$ cat src/rtl/pcseq_pkg.sv
// Shared types and constants for the 8080 PC fetch/branch sequencer.
// Optional timeout support elsewhere is enabled by PCSEQ_TIMEOUT_EN.
package pcseq_pkg;

  localparam int PCSEQ_CMD_W   = 3;
  localparam int RST_VEC_SHIFT = 3;

  typedef enum logic [PCSEQ_CMD_W-1:0] {
    CMD_NOP         = 3'd0,
    CMD_FETCH_OP    = 3'd1,
    CMD_FETCH_IMM8  = 3'd2,
    CMD_FETCH_IMM16 = 3'd3,
    CMD_JUMP        = 3'd4,
    CMD_RST_VEC     = 3'd5
  } pcseq_cmd_e;

  typedef enum logic [2:0] {
    S_IDLE,
    S_READ,
    S_BUMP,
    S_SETTLE,
    S_LOAD,
    S_DONE
  } pcseq_state_e;

  // RST n jumps to n*8 in page zero.
  function automatic logic [15:0] rst_vec_addr(input logic [2:0] vec);
    rst_vec_addr = 16'(vec) << RST_VEC_SHIFT;
  endfunction

endpackage

$ cat src/rtl/pcseq_timeout.sv
// READ-phase watchdog: reloads while not waiting, counts down each stalled
// cycle, expires on the cycle that exhausts CYCLES. Used under PCSEQ_TIMEOUT_EN.
module pcseq_timeout #(
  parameter int unsigned CYCLES = 15
) (
  input  logic clk_i,
  input  logic rst_i,
  input  logic load_i,
  input  logic tick_i,
  output logic expire_o
);

  localparam int W = (CYCLES > 1) ? $clog2(CYCLES) : 1;
  localparam logic [W-1:0] RELOAD = W'(CYCLES - 1);

  logic [W-1:0] cnt_q, cnt_d;

  always_comb begin
    cnt_d = cnt_q;
    if (load_i) begin
      cnt_d = RELOAD;
    end else if (tick_i && (cnt_q != '0)) begin
      cnt_d = cnt_q - W'(1);
    end
  end

  always_ff @(posedge clk_i or posedge rst_i) begin
    if (rst_i) begin
      cnt_q <= RELOAD;
    end else begin
      cnt_q <= cnt_d;
    end
  end

  assign expire_o = tick_i && !load_i && (cnt_q == '0);

endmodule

$ cat src/rtl/pc_sequencer.sv
// Fetch/branch sequencer driving the 8080 PC inc/load controls and byte reads.
// Define PCSEQ_TIMEOUT_EN to abort READ after TIMEOUT_CYCLES without ack.
module pc_sequencer
  import pcseq_pkg::*;
#(
  parameter int unsigned TIMEOUT_CYCLES = 15
) (
  input  logic        clk50M_i,
  input  logic        rst_i,
  input  logic        cmd_valid_i,
  output logic        cmd_ready_o,
  input  logic [2:0]  cmd_i,
  input  logic [2:0]  vec_i,
  input  logic [15:0] pc_i,
  output logic        pc_inc_o,
  output logic        pc_load_o,
  output logic [15:0] pc_addr_o,
  output logic        mem_req_o,
  output logic [15:0] mem_addr_o,
  input  logic        mem_ack_i,
  input  logic [7:0]  mem_data_i,
  output logic [7:0]  opcode_o,
  output logic [15:0] operand_o,
  output logic        done_o,
  output logic        err_o
);

  if (TIMEOUT_CYCLES < 1) begin : g_bad_timeout
    $error("TIMEOUT_CYCLES must be at least 1");
  end

  pcseq_state_e state_q, state_d;
  pcseq_cmd_e   cmd_q, cmd_d;
  logic [1:0]   bytes_q, bytes_d;
  logic [15:0]  target_q, target_d;
  logic [7:0]   opcode_q, opcode_d;
  logic [15:0]  operand_q, operand_d;
  logic         err_q, err_d;
  logic         tmo_expire;

`ifdef PCSEQ_TIMEOUT_EN
  logic tmo_load, tmo_tick;

  assign tmo_tick = (state_q == S_READ);
  assign tmo_load = !tmo_tick || mem_ack_i;

  pcseq_timeout #(
    .CYCLES(TIMEOUT_CYCLES)
  ) u_timeout (
    .clk_i   (clk50M_i),
    .rst_i   (rst_i),
    .load_i  (tmo_load),
    .tick_i  (tmo_tick),
    .expire_o(tmo_expire)
  );
`else
  assign tmo_expire = 1'b0;
`endif

  always_comb begin
    state_d   = state_q;
    cmd_d     = cmd_q;
    bytes_d   = bytes_q;
    target_d  = target_q;
    opcode_d  = opcode_q;
    operand_d = operand_q;
    err_d     = 1'b0;

    case (state_q)
      S_IDLE: begin
        if (cmd_valid_i) begin
          cmd_d   = pcseq_cmd_e'(cmd_i);
          bytes_d = 2'd0;
          case (pcseq_cmd_e'(cmd_i))
            CMD_FETCH_OP, CMD_FETCH_IMM8: begin
              bytes_d = 2'd1;
              state_d = S_READ;
            end
            CMD_FETCH_IMM16: begin
              bytes_d = 2'd2;
              state_d = S_READ;
            end
            CMD_JUMP: begin
              target_d = operand_q;
              state_d  = S_LOAD;
            end
            CMD_RST_VEC: begin
              target_d = rst_vec_addr(vec_i);
              state_d  = S_LOAD;
            end
            default: state_d = S_DONE;
          endcase
        end
      end

      S_READ: begin
        if (mem_ack_i) begin
          case (cmd_q)
            CMD_FETCH_OP:   opcode_d = mem_data_i;
            CMD_FETCH_IMM8: operand_d = {8'h00, mem_data_i};
            CMD_FETCH_IMM16: begin
              // Little-endian: low byte arrives while two bytes remain.
              if (bytes_q == 2'd2) begin
                operand_d[7:0] = mem_data_i;
              end else begin
                operand_d[15:8] = mem_data_i;
              end
            end
            default: ;
          endcase
          bytes_d = bytes_q - 2'd1;
          state_d = S_BUMP;
        end else if (tmo_expire) begin
          err_d   = 1'b1;
          state_d = S_IDLE;
        end
      end

      S_BUMP:   state_d = S_SETTLE;
      S_LOAD:   state_d = S_SETTLE;
      S_SETTLE: state_d = (bytes_q != 2'd0) ? S_READ : S_DONE;
      S_DONE:   state_d = S_IDLE;
      default:  state_d = S_IDLE;
    endcase
  end

  always_ff @(posedge clk50M_i or posedge rst_i) begin
    if (rst_i) begin
      state_q   <= S_IDLE;
      cmd_q     <= CMD_NOP;
      bytes_q   <= 2'd0;
      target_q  <= '0;
      opcode_q  <= '0;
      operand_q <= '0;
      err_q     <= 1'b0;
    end else begin
      state_q   <= state_d;
      cmd_q     <= cmd_d;
      bytes_q   <= bytes_d;
      target_q  <= target_d;
      opcode_q  <= opcode_d;
      operand_q <= operand_d;
      err_q     <= err_d;
    end
  end

  assign cmd_ready_o = (state_q == S_IDLE);
  assign mem_req_o   = (state_q == S_READ);
  assign mem_addr_o  = mem_req_o ? pc_i : 16'h0000;
  assign pc_inc_o    = (state_q == S_BUMP);
  assign pc_load_o   = (state_q == S_LOAD);
  assign pc_addr_o   = pc_load_o ? target_q : 16'h0000;
  assign done_o      = (state_q == S_DONE);
  assign err_o       = err_q;
  assign opcode_o    = opcode_q;
  assign operand_o   = operand_q;

endmodule

$ cat config.mk
export PLATFORM = sky130hd
export DESIGN_NAME = pc_sequencer
export DESIGN_NICKNAME = d
export VERILOG_FILES = /design/src/rtl/pcseq_pkg.sv /design/src/rtl/pcseq_timeout.sv /design/src/rtl/pc_sequencer.sv
export SDC_FILE = /design/constraint.sdc
export NUM_CORES = 1
export LEC_CHECK = 0
export CAP_MARGIN = 20
export CORE_MARGIN = 8
export CORE_UTILIZATION = 40
export CTS_CLUSTER_SIZE = 10
export DETAILED_ROUTE_END_ITERATION = 16
export DONT_BUFFER_PORTS = 1
export SLEW_MARGIN = 0
export SYNTH_ARGS = -nofsm -noshare
export SYNTH_HDL_FRONTEND = slang
export SYNTH_SLANG_ARGS = --single-unit
$ cat constraint.sdc
create_clock -name clk50M_i -period 1.7 [get_ports clk50M_i]
set_input_delay 0.34 -clock clk50M_i [delete_from_list [all_inputs] [get_ports clk50M_i]]
set_output_delay 0.34 -clock clk50M_i [all_outputs]
set_load 0.05 [all_outputs]
==> results of run 1 <==
-- worst max-delay path by stage --
stage	slack, ns	endpoint	depth (start not counted)	from
floorplan	-0.04	cmd_q[1]	4	state_q[2]
global placement	0.07	pc_addr_o[1]	5	state_q[0]
detailed placement	0.05	mem_addr_o[6]	3	state_q[1]
CTS	-0.13	pc_addr_o[7]	5	state_q[0]
global route	-0.16	mem_addr_o[12]	3	state_q[1]
finish	-0.09	pc_addr_o[5]	4	state_q[0]
-- power groups by stage --
stage,Clock (uW),Combinational (uW),Sequential [uW]
final,833,3420,2950
after global routing,909,3660,3020
after CTS,863,3420,2930
after detailed placement,0,3060,2940
after global placement,0,3030,2920
after floorplan,0,2360,2880
-- metal layers --
layer	global-route usage [%]	wire length [um]	vias up
met1	16.4	2530	859
met2	24.0	3150	55
met5	0	0	-
li1	-	-	800
met3	6.11	628	5
met4	3.12	44	0
-- area by class of cell --
| class | instances | area (sq um) | share of cell area [%] |
|---|---|---|---|
| inverter | 13 | 48.8 | 1.45 |
| clock inverter | 3 | 47.5 | 1.41 |
| tap | 75 | 93.8 | 2.79 |
| sequential | 48 | 1200 | 35.8 |
| clock buffer | 5 | 68.8 | 2.04 |
| timing repair buffer | 44 | 599 | 17.8 |
| multi-input combinational | 139 | 1310 | 38.7 |
-- placed cells by master (no fill, tap or decap), drive strengths merged, types with 2 or more instances in the layout --
| master | netlist | layout |
|---|---|---|
| dfrtp | 48 | 48 |
| buf | 9 | 44 |
| mux2 | 39 | 39 |
| and2 | 18 | 18 |
| and3 | 17 | 17 |
| inv | 13 | 13 |
| nand2 | 10 | 10 |
| mux2i | 10 | 10 |
| nor2 | 10 | 10 |
| nor2b | 6 | 6 |
| clkbuf | 5 | 5 |
| o21ai | 3 | 3 |
| nand3b | 3 | 3 |
| nor3 | 3 | 3 |
| a2bb2oi | 2 | 2 |
| xnor2 | 2 | 2 |
| ha | 2 | 2 |
| clkinv | 0 | 2 |
| nor3b | 2 | 2 |
| nand3 | 2 | 2 |
-- state kept, by name, summed over array words and instances (netlist names) --
name	count
operand_o	16
target_q	16
opcode_o	8
cmd_q	3
state_q	3
bytes_q	2
-- metrics by stage --
step / power, uW / hold WS (ns) / TNS [ns] / utilization [%]
finish: 7200 / 0.0664 / -2.47 / 56.6
global route: 7580 / 0.124 / -5.42 / 56.6
CTS: 7220 / 0.0878 / -3.49 / 56.3
detailed placement: 6010 / 0.423 / 0 / 51.3
global placement: 5950 / 0.427 / 0 / 51.3
floorplan: 5230 / 0.457 / -0.0425 / -
-- kinds of logic (layout without fill, tap and decap cells) --
group                      after synthesis  in the layout  share of synthesized area (%)
and+or+nand+nor                         77             77                           19.8
muxes                                   49             49                           21.9
DFF                                     48             48                           48.7
buffers and inverters                   27             65                           5.48
AOI/OAI and AO/OA                        8              8                           2.23
adders and majority gates                2              2                           1.02
xor gates and xnor gates                 2              2                          0.711
other                                    1              1                          0.152
-- what timing repair did --
| action | in CTS | in global routing |
|---|---|---|
| setup buffers | 7 | 2 |
| endpoints found under the hold margin | 0 | 0 |
| pin swaps | 26 | 2 |
| hold buffers | 0 | 0 |
| resized for setup | 39 | 7 |
| setup endpoints to repair | 37 | 68 |
-- synthesized netlist by cell type --
cell	instances	area share, %
a2111oi_0	1	0.36
a21oi_1	1	0.20
a221oi_1	1	0.36
a2bb2oi_1	2	0.71
and2_1	18	4.6
and3_1	17	4.3
and3b_1	1	0.36
buf_1	2	0.30
buf_2	2	0.41
buf_4	2	0.61
buf_6	3	1.4
clkbuf_1	4	0.61
clkbuf_2	1	0.20
conb_1	1	0.15
dfrtp_1	48	49
ha_1	2	1.0
inv_1	13	2.0
mux2_2	39	18
mux2i_1	10	4.1
nand2_1	10	1.5
nand3_1	1	0.20
nand3_2	1	0.41
nand3b_1	2	0.61
nand3b_2	1	0.46
nand4b_4	1	0.96
nor2_1	10	1.5
nor2b_1	6	1.5
nor3_1	3	0.61
nor3b_1	2	0.61
nor4_4	1	0.86
nor4b_2	1	0.61
o21ai_0	3	0.61
or3_1	1	0.25
or4b_1	1	0.41
xnor2_1	2	0.71
==> summary.txt, run 1 <==
==================================================================================
Combinational Power Share                                                    47.5%
Global-route wire length before repair                                     9910 um
Total routing usage reported by global routing                               14.2%
Final setup vio count                                                           41
Number of clock sinks                                                           48
CP bufs+invs                                                                     2
LEAKAGE                                                                 0.00157 uW
Violations in the final reports                                       negative setup slack
Total of warnings raised by yosys                                                0
Remaining max-slew budget at the tightest pin                                59.3%
Placer's final routability congestion estimate                               0.742
Total grt overflow                                                               0
Avg Inst Size Synth                                                     11.5 sq um
Biggest fanout along the worst timing path                                       8
Synth Register Bits                                                             48
Remaining number of nets flagged by the antenna check after routing              0
Power share of the clock group                                               11.6%
Synth Cell Area                                                       0.00246 sq mm
WL/cell                                                                    19.4 um
RSZ-0062 raised after global routing                                          true
CTS tree                                                                       yes
Vias                                                                          1719
Port buffer count                                                                0
First-pass detailed-route iteration total                                        5
Routed wire length                                                         6350 um
Count of final hold-check violations                                             0
Cell with the largest stage delay on the worst path                        dfrtp_2
Worst Reg-to-Reg Cells                                                           6
Max-cap viol count                                                               0
Number of global-route vias before repair                                     1852
Switching Fraction                                                           49.1%
Slowest Stage Delay on Critical Path                                       0.47 ns
Count of mapped cells out of synthesis                                         214
Startpoint class of the critical path                                         flop
Min setup slack post-route                                              -0.0905 ns
Detail Placement HPWL                                                      4700 um
Horiz. Die Dim                                                             94.5 um
Post-layout instance count excluding filler cells                              327
Iteration-0 DRC count of the detailed router                                    47
Int Power                                                                  3660 uW
H-Tree Depth                                                                     2
Number of slew-limit violations in the final report                              0
Register area share after synthesis                                          48.7%
Seq pwr share                                                                40.9%
Net switching power                                                        3540 uW
Critical path class                                                        reg2out
CTS root buffer                                                           clkbuf_8
Clk Latency, worst-skew pair                                               0.30 ns
Number of buffers created by CTS                                                 5
Cell total after placement                                                     311
Status                                                                finished, violations left
Power density over the cells                                          2140 mW/mm^2
Kind of cell with the highest combined delay on the critical path       flip-flops
Antenna violations before repair                                                 0
Diode count                                                                      0
Cell Chain, Critical Path                                             nor2_4 > buf_6 > and3_4 > buf_12
Placement row count                                                             28
Number of design rule violations left after detail routing                       0
Final net count                                                                287
Worst EP arrival                                                           1.45 ns
Worst-margin pin slew                                                     0.611 ns
Final cycle utilization of the critical path                                  105%
Largest net degree at the start of global routing                               49
Flop-to-flop setup slack                                                      0 ns
Initial cell density of the core                                             41.4%
R2R Path Start                                                          state_q[0]
Mean number of vias per cell                                                  5.26
Clock buffer depth                                                               2
Fraction of layout cells with a size suffix above 1                          55.6%
WP data required                                                           1.36 ns
Number of placed I/O pins                                                       96
Placed instance area                                                  0.00305 sq mm
Kind of end point of the critical path                                  output pin
Hold crit path type                                                       in2async
Library cells used by synthesis                                                 35
Die height                                                                 94.5 um
Die footprint                                                         0.00893 sq mm
Maximum ir drop on the vdd rail                                            1.14 mV
Maximum frequency from static timing analysis                            0.558 GHz
Final period demand of the worst path                                      1.79 ns
Clock-pin transition on the worst setup and hold timing paths              0.09 ns
Signed area change from the synthesized netlist to the final layout          36.6%
CORE AREA                                                             0.00596 sq mm
Worst-case setup slack after placement                                   0.0532 ns
Synth Net Count                                                                250
Filler cell count in the final layout                                          505
Clk_skew                                                                0.00705 ns
FF-to-FF End                                                          operand_o[12]
Total non-filler cell area in the finished layout                     0.00337 sq mm
==================================================================================
Power figures use the tool's default switching activity.
==> inputs of run 2 (changes only) <==
--- a/config.mk
+++ b/config.mk
@@ -8,9 +8,10 @@
 export CAP_MARGIN = 20
 export CORE_MARGIN = 8
 export CORE_UTILIZATION = 40
+export CTS_BUF_LIST = sky130_fd_sc_hd__clkbuf_16
 export CTS_CLUSTER_SIZE = 10
 export DETAILED_ROUTE_END_ITERATION = 16
-export DONT_BUFFER_PORTS = 1
+export PLACE_DENSITY = 0.89
 export SLEW_MARGIN = 0
 export SYNTH_ARGS = -nofsm -noshare
 export SYNTH_HDL_FRONTEND = slang
==> run 2 against run 1 <==
Compared with the run above:
- the run still ends with negative setup slack left
- clock power is 55% higher
- via count is 20% higher
- sequential cell count stayed put
- critical path depth stayed put
- clock skew is 0.0025 ns lower
- fmax is 0.79% lower
- critical endpoint is now mem_addr_o[5]
- highest routed layer unchanged
==> summary.txt, run 2 (synthesized netlist as in run 1, its figures left out) <==
==================================================================================
Power density over the cells                                          2060 mW/mm^2
Number of buffers created by CTS                                                 5
Number of design rule violations left after detail routing                       0
CP bufs+invs                                                                     2
Sum of internal, switching and leakage power                               8900 uW
Total non-filler cell area in the finished layout                     0.00432 sq mm
Power share of the clock group                                               14.5%
LEAKAGE                                                                 0.00205 uW
Global-route wire length before repair                                    11500 um
Most numerous cell on the critical path                                     buf_12
Min setup slack post-route                                               -0.105 ns
Net switching power                                                        3880 uW
Die footprint                                                         0.00893 sq mm
Placement row count                                                             28
Maximum frequency from static timing analysis                            0.554 GHz
Max-cap viol count                                                               0
Most frequent cells in the layout                                     46 x dfrtp_1, 44 x buf_4, 40 x buf_12, 37 x mux2_2, 32 x clkdlybuf4s50_1
Placer's final routability congestion estimate                               0.792
Most common cell after layout, fill and taps aside                         dfrtp_1
Hold crit path type                                                       in2async
Clk_skew                                                                0.00452 ns
CORE AREA                                                             0.00596 sq mm
Final Util                                                                   72.5%
WP data required                                                           1.36 ns
Port buffer count                                                               94
Final net count                                                                364
Biggest fanout along the worst timing path                                      17
Mean number of vias per cell                                                  5.11
Number of placed I/O pins                                                       96
Accumulated negative setup slack                                          -2.27 ns
Number of clock sinks                                                           48
Count of final hold-check violations                                             0
Iteration-0 DRC count of the detailed router                                   111
Final period demand of the worst path                                      1.80 ns
Number of slew-limit violations in the final report                              0
Maximum ir drop on the vdd rail                                            1.63 mV
Number of hold buffers added after cts                                           0
Worst EP arrival                                                           1.46 ns
RSZ-0062 raised after global routing                                          true
Cell with the largest stage delay on the worst path                        dfrtp_2
Placed instance area                                                  0.00398 sq mm
Diode count                                                                      0
CTS root buffer                                                          clkbuf_16
H-Tree Depth                                                                     2
WL/cell                                                                    18.2 um
Total routing usage reported by global routing                               16.6%
Clock-pin transition on the worst setup and hold timing paths              0.07 ns
Remaining number of nets flagged by the antenna check after routing              0
Clock buffer depth                                                               2
CTS tree                                                                       yes
Combinational Power Share                                                    62.2%
Seq pwr share                                                                23.3%
Detail Placement HPWL                                                      5630 um
Worst-case setup slack after placement                                   -0.256 ns
Int Power                                                                  5020 uW
Kind of end point of the critical path                                  output pin
Kind of cell with the highest combined delay on the critical path       flip-flops
Fraction of layout cells with a size suffix above 1                          54.7%
Die height                                                                 94.5 um
Cell Chain, Critical Path                                             nor3b_4 > buf_12 > and2_2 > buf_12
Final cycle utilization of the critical path                                  106%
Horiz. Die Dim                                                             94.5 um
Switching Fraction                                                           43.6%
Startpoint class of the critical path                                         flop
Final setup vio count                                                           34
Antenna violations before repair                                                 0
Routed wire length                                                         7360 um
First-pass detailed-route iteration total                                        4
Critical path class                                                        reg2out
Largest net degree at the start of global routing                               37
Number of global-route vias before repair                                     2200
Vias                                                                          2063
Status                                                                finished, violations left
Initial cell density of the core                                             41.4%
Signed area change from the synthesized netlist to the final layout          75.3%
Slowest Stage Delay on Critical Path                                       0.46 ns
Total grt overflow                                                               0
Violations in the final reports                                       negative setup slack
Clk Latency, worst-skew pair                                               0.29 ns
==================================================================================
[run 2: worst paths after layout]
| path | from | to | slack (ns) | cells after the start |
|---|---|---|---|---|
| setup / recovery | state_q[1] | mem_addr_o[5] | -0.10 | 4 |
| hold / removal | rst_i | target_q[13] | 0.32 | 2 |
| setup reg to reg | state_q[2] | target_q[0] | 0.04 | 6 |
| max in group asynchronous | rst_i | target_q[2] | 0.91 | 3 |
| min in group clk50M_i | target_q[13] | target_q[13] | 0.50 | 1 |
| hold reg to reg | target_q[13] | target_q[13] | 0.50 | 1 |
[run 2: final cells by class]
class / count / area [sq um]
Fill cell: 367 / 1640
Inverter: 13 / 51.3
Timing Repair Buffer: 121 / 1510
Clock inverter: 3 / 68.8
Tap cell: 75 / 93.8
Multi-Input combinational cell: 139 / 1270
Sequential cell: 48 / 1200
Clock buffer: 5 / 125
[run 2: per-stage QoR]
step	std cells	hold slack, ns
floorplan	214	0.457
global placement	387	0.480
detailed placement	387	0.489
CTS	398	0.329
global route	404	0.350
finish	404	0.316
[run 2: timing repair]
| action | in CTS | in global routing |
|---|---|---|
| buffers inserted | 3 | 6 |
| resized for setup | 14 | 7 |
| pin swaps | 2 | 1 |
| cloned | 0 | 0 |
| endpoints found under the setup margin | 36 | 52 |
[run 2: layer usage]
layer  share of wire (%)  global-route usage, %
met5                   0                      0
met4                 2.0                   6.50
met3                 7.9                   5.32
met2                  52                   29.0
met1                  38                   18.2
[run 2: power by group through the flow]
stage               combinational, uW  clock (uW)  sequential (uW)
global route                     5790        1340             2130
finish                           5540        1290             2080
floorplan                        2360           0             2880
detailed placement               5250           0             2060
CTS                              5420        1290             2070
global placement                 5120           0             2030
==> inputs of run 3 (changes only) <==
--- a/config.mk
+++ b/config.mk
@@ -16,3 +16,4 @@
 export SYNTH_ARGS = -nofsm -noshare
 export SYNTH_HDL_FRONTEND = slang
 export SYNTH_SLANG_ARGS = --single-unit
+export TNS_END_PERCENT = 1
==> run 3 against run 2 <==
Compared with the run above:
- the run still ends with negative setup slack left
- fmax fell by 2.5%
- first-iteration DRC count rose by 11%
- routed wire length rose by 9.6%
- clock power fell by 26%
- clock-buffer cell count did not move
- design area fell by 2.6%
- sequential share of layout area rose by 0.75 points
- critical path type unchanged
- largest cell class unchanged
==> summary.txt, run 3 (synthesized netlist as in run 1, its figures left out) <==
==================================================================================
Slowest Stage Delay on Critical Path                                       0.44 ns
Worst EP arrival                                                           1.51 ns
Reg area                                                              0.00120 sq mm
Mean number of vias per cell                                                  5.27
Total non-filler cell area in the finished layout                     0.00421 sq mm
Status                                                                finished, violations left
CTS root buffer                                                          clkbuf_16
Worst-case setup slack after placement                                   -0.267 ns
CTS tree                                                                       yes
Largest net degree at the start of global routing                               49
Violations in the final reports                                       negative setup slack
Port buffer count                                                               94
Max-cap viol count                                                               0
Cell total after placement                                                     386
Signed area change from the synthesized netlist to the final layout          70.7%
Cell with the largest stage delay on the worst path                        dfrtp_2
Antenna violations before repair                                                 0
Power density over the cells                                          2030 mW/mm^2
Number of hold buffers added after cts                                           0
Final net count                                                                360
First-pass detailed-route iteration total                                        4
Count of final hold-check violations                                             0
Hold crit path type                                                       in2async
RSZ-0062 raised after global routing                                          true
Cell Chain, Critical Path                                             nor2_2 > buf_4 > and3_1 > buf_12
Flop-to-flop setup slack                                                  -0.01 ns
Min setup slack post-route                                               -0.151 ns
Number of buffers created by CTS                                                 5
Global-route wire length before repair                                    12700 um
Total routing usage reported by global routing                               18.8%
Most frequent cells in the layout                                     46 x dfrtp_1, 39 x mux2_2, 39 x buf_12, 36 x buf_4, 33 x clkdlybuf4s50_1
R2R Path Start                                                          state_q[2]
Worst Reg-to-Reg Cells                                                           6
H-Tree Depth                                                                     2
Remaining number of nets flagged by the antenna check after routing              0
Placed instance area                                                  0.00390 sq mm
Die footprint                                                         0.00893 sq mm
Vias                                                                          2101
Iteration-0 DRC count of the detailed router                                   123
LEAKAGE                                                                 0.00199 uW
Critical path class                                                        reg2out
Biggest fanout along the worst timing path                                       9
Filler cell count in the final layout                                          390
Post-layout instance count excluding filler cells                              399
Sum of internal, switching and leakage power                               8550 uW
Die height                                                                 94.5 um
Routed wire length                                                         8060 um
Placement row count                                                             28
Diode count                                                                      0
Clock buffer depth                                                               2
CP bufs+invs                                                                     2
Most common cell after layout, fill and taps aside                         dfrtp_1
Final setup vio count                                                           54
Number of placed I/O pins                                                       96
Number of clock sinks                                                           48
Fraction of layout cells with a size suffix above 1                          50.3%
Maximum frequency from static timing analysis                            0.540 GHz
Total grt overflow                                                               0
Clk Latency, worst-skew pair                                               0.29 ns
Worst hold margin                                                         0.397 ns
Number of global-route vias before repair                                     2314
Placer's final routability congestion estimate                               0.828
Final period demand of the worst path                                      1.85 ns
Startpoint class of the critical path                                         flop
Number of design rule violations left after detail routing                       0
Detail Placement HPWL                                                      5720 um
Kind of cell with the highest combined delay on the critical path       flip-flops
Horiz. Die Dim                                                             94.5 um
Area taken by multi-input logic gates                                 0.00124 sq mm
Initial cell density of the core                                             41.4%
CORE AREA                                                             0.00596 sq mm
Clk_skew                                                                0.00788 ns
Final cycle utilization of the critical path                                  109%
FF-to-FF End                                                           target_q[2]
WP data required                                                           1.36 ns
Number of slew-limit violations in the final report                              0
Kind of end point of the critical path                                  output pin
Maximum ir drop on the vdd rail                                            1.18 mV
Clock-pin transition on the worst setup and hold timing paths              0.07 ns
WL/cell                                                                    20.2 um
==================================================================================
## run 3: cell types whose count changed in the layout (fill, tap and decap cells not counted), sizes merged
cell and delta:
buf -4, bufinv -2, clkinv +2, inv -2, clkdlybuf4s50 +1, clkinvlp +1
dlymetal6s2s -1
## run 3: area by class of cell
class | instances | area share [%]
Clock buffer | 5 | 2.97
Clock inverter | 2 | 0.297
Timing Repair Buffer | 117 | 35.2
Multi-Input combinational cell | 139 | 29.4
Inverter | 13 | 1.25
Tap cell | 75 | 2.23
Sequential cell | 48 | 28.6
## run 3: metal layers
metal  wire, um  GRT usage (%)  share of wire (%)
met1       3090           20.2                 38
met2       4150           33.0                 52
met3        569           6.35                7.1
met4        246           8.32                3.1
met5          0              0                  0
## run 3: power by group
group | internal [uW] | switching [uW] | total [uW]
registers | 1690 | 375 | 2060
logic | 2420 | 3120 | 5540
clock network | 534 | 416 | 950
total | 4640 | 3910 | 8550
## run 3: worst max-delay path by stage
stage / startpoint / depth (start not counted) / slack [ns] / to
5_1_grt: state_q[0] / 4 / -0.19 / pc_addr_o[1]
3_3_place_gp: mem_ack_i / 5 / -0.19 / operand_o[12]
6_report: state_q[0] / 4 / -0.15 / pc_addr_o[1]
2_1_floorplan: state_q[1] / 4 / -0.28 / cmd_q[1]
4_1_cts: state_q[1] / 4 / -0.12 / mem_addr_o[0]
3_5_place_dp: mem_ack_i / 5 / -0.27 / operand_o[13]
## run 3: worst reg2reg max path: stages, from the launching register on
cell and delay (ns):
dfrtp_1 0.41, buf_4 0.16, buf_6 0.16, nor4b_2 0.28
nand3b_2 0.14, buf_12 0.17, mux2_2 0.27
## run 3: what timing repair did
| action | in CTS | in global routing |
|---|---|---|
| pin swaps | 17 | 2 |
| buffers inserted | 4 | 0 |
| endpoints found under the setup margin | 37 | 79 |
| gates cloned | 2 | 0 |
| gates resized for setup | 33 | 9 |
## run 3: through the flow
stage | setup TNS [ns] | utilization, %
6_report | -3.91 | 70.7
3_3_place_gp | -4.40 | 65.4
5_1_grt | -6.48 | 70.7
2_1_floorplan | -5.72 | -
4_1_cts | -3.22 | 70.0
3_5_place_dp | -5.74 | 65.4
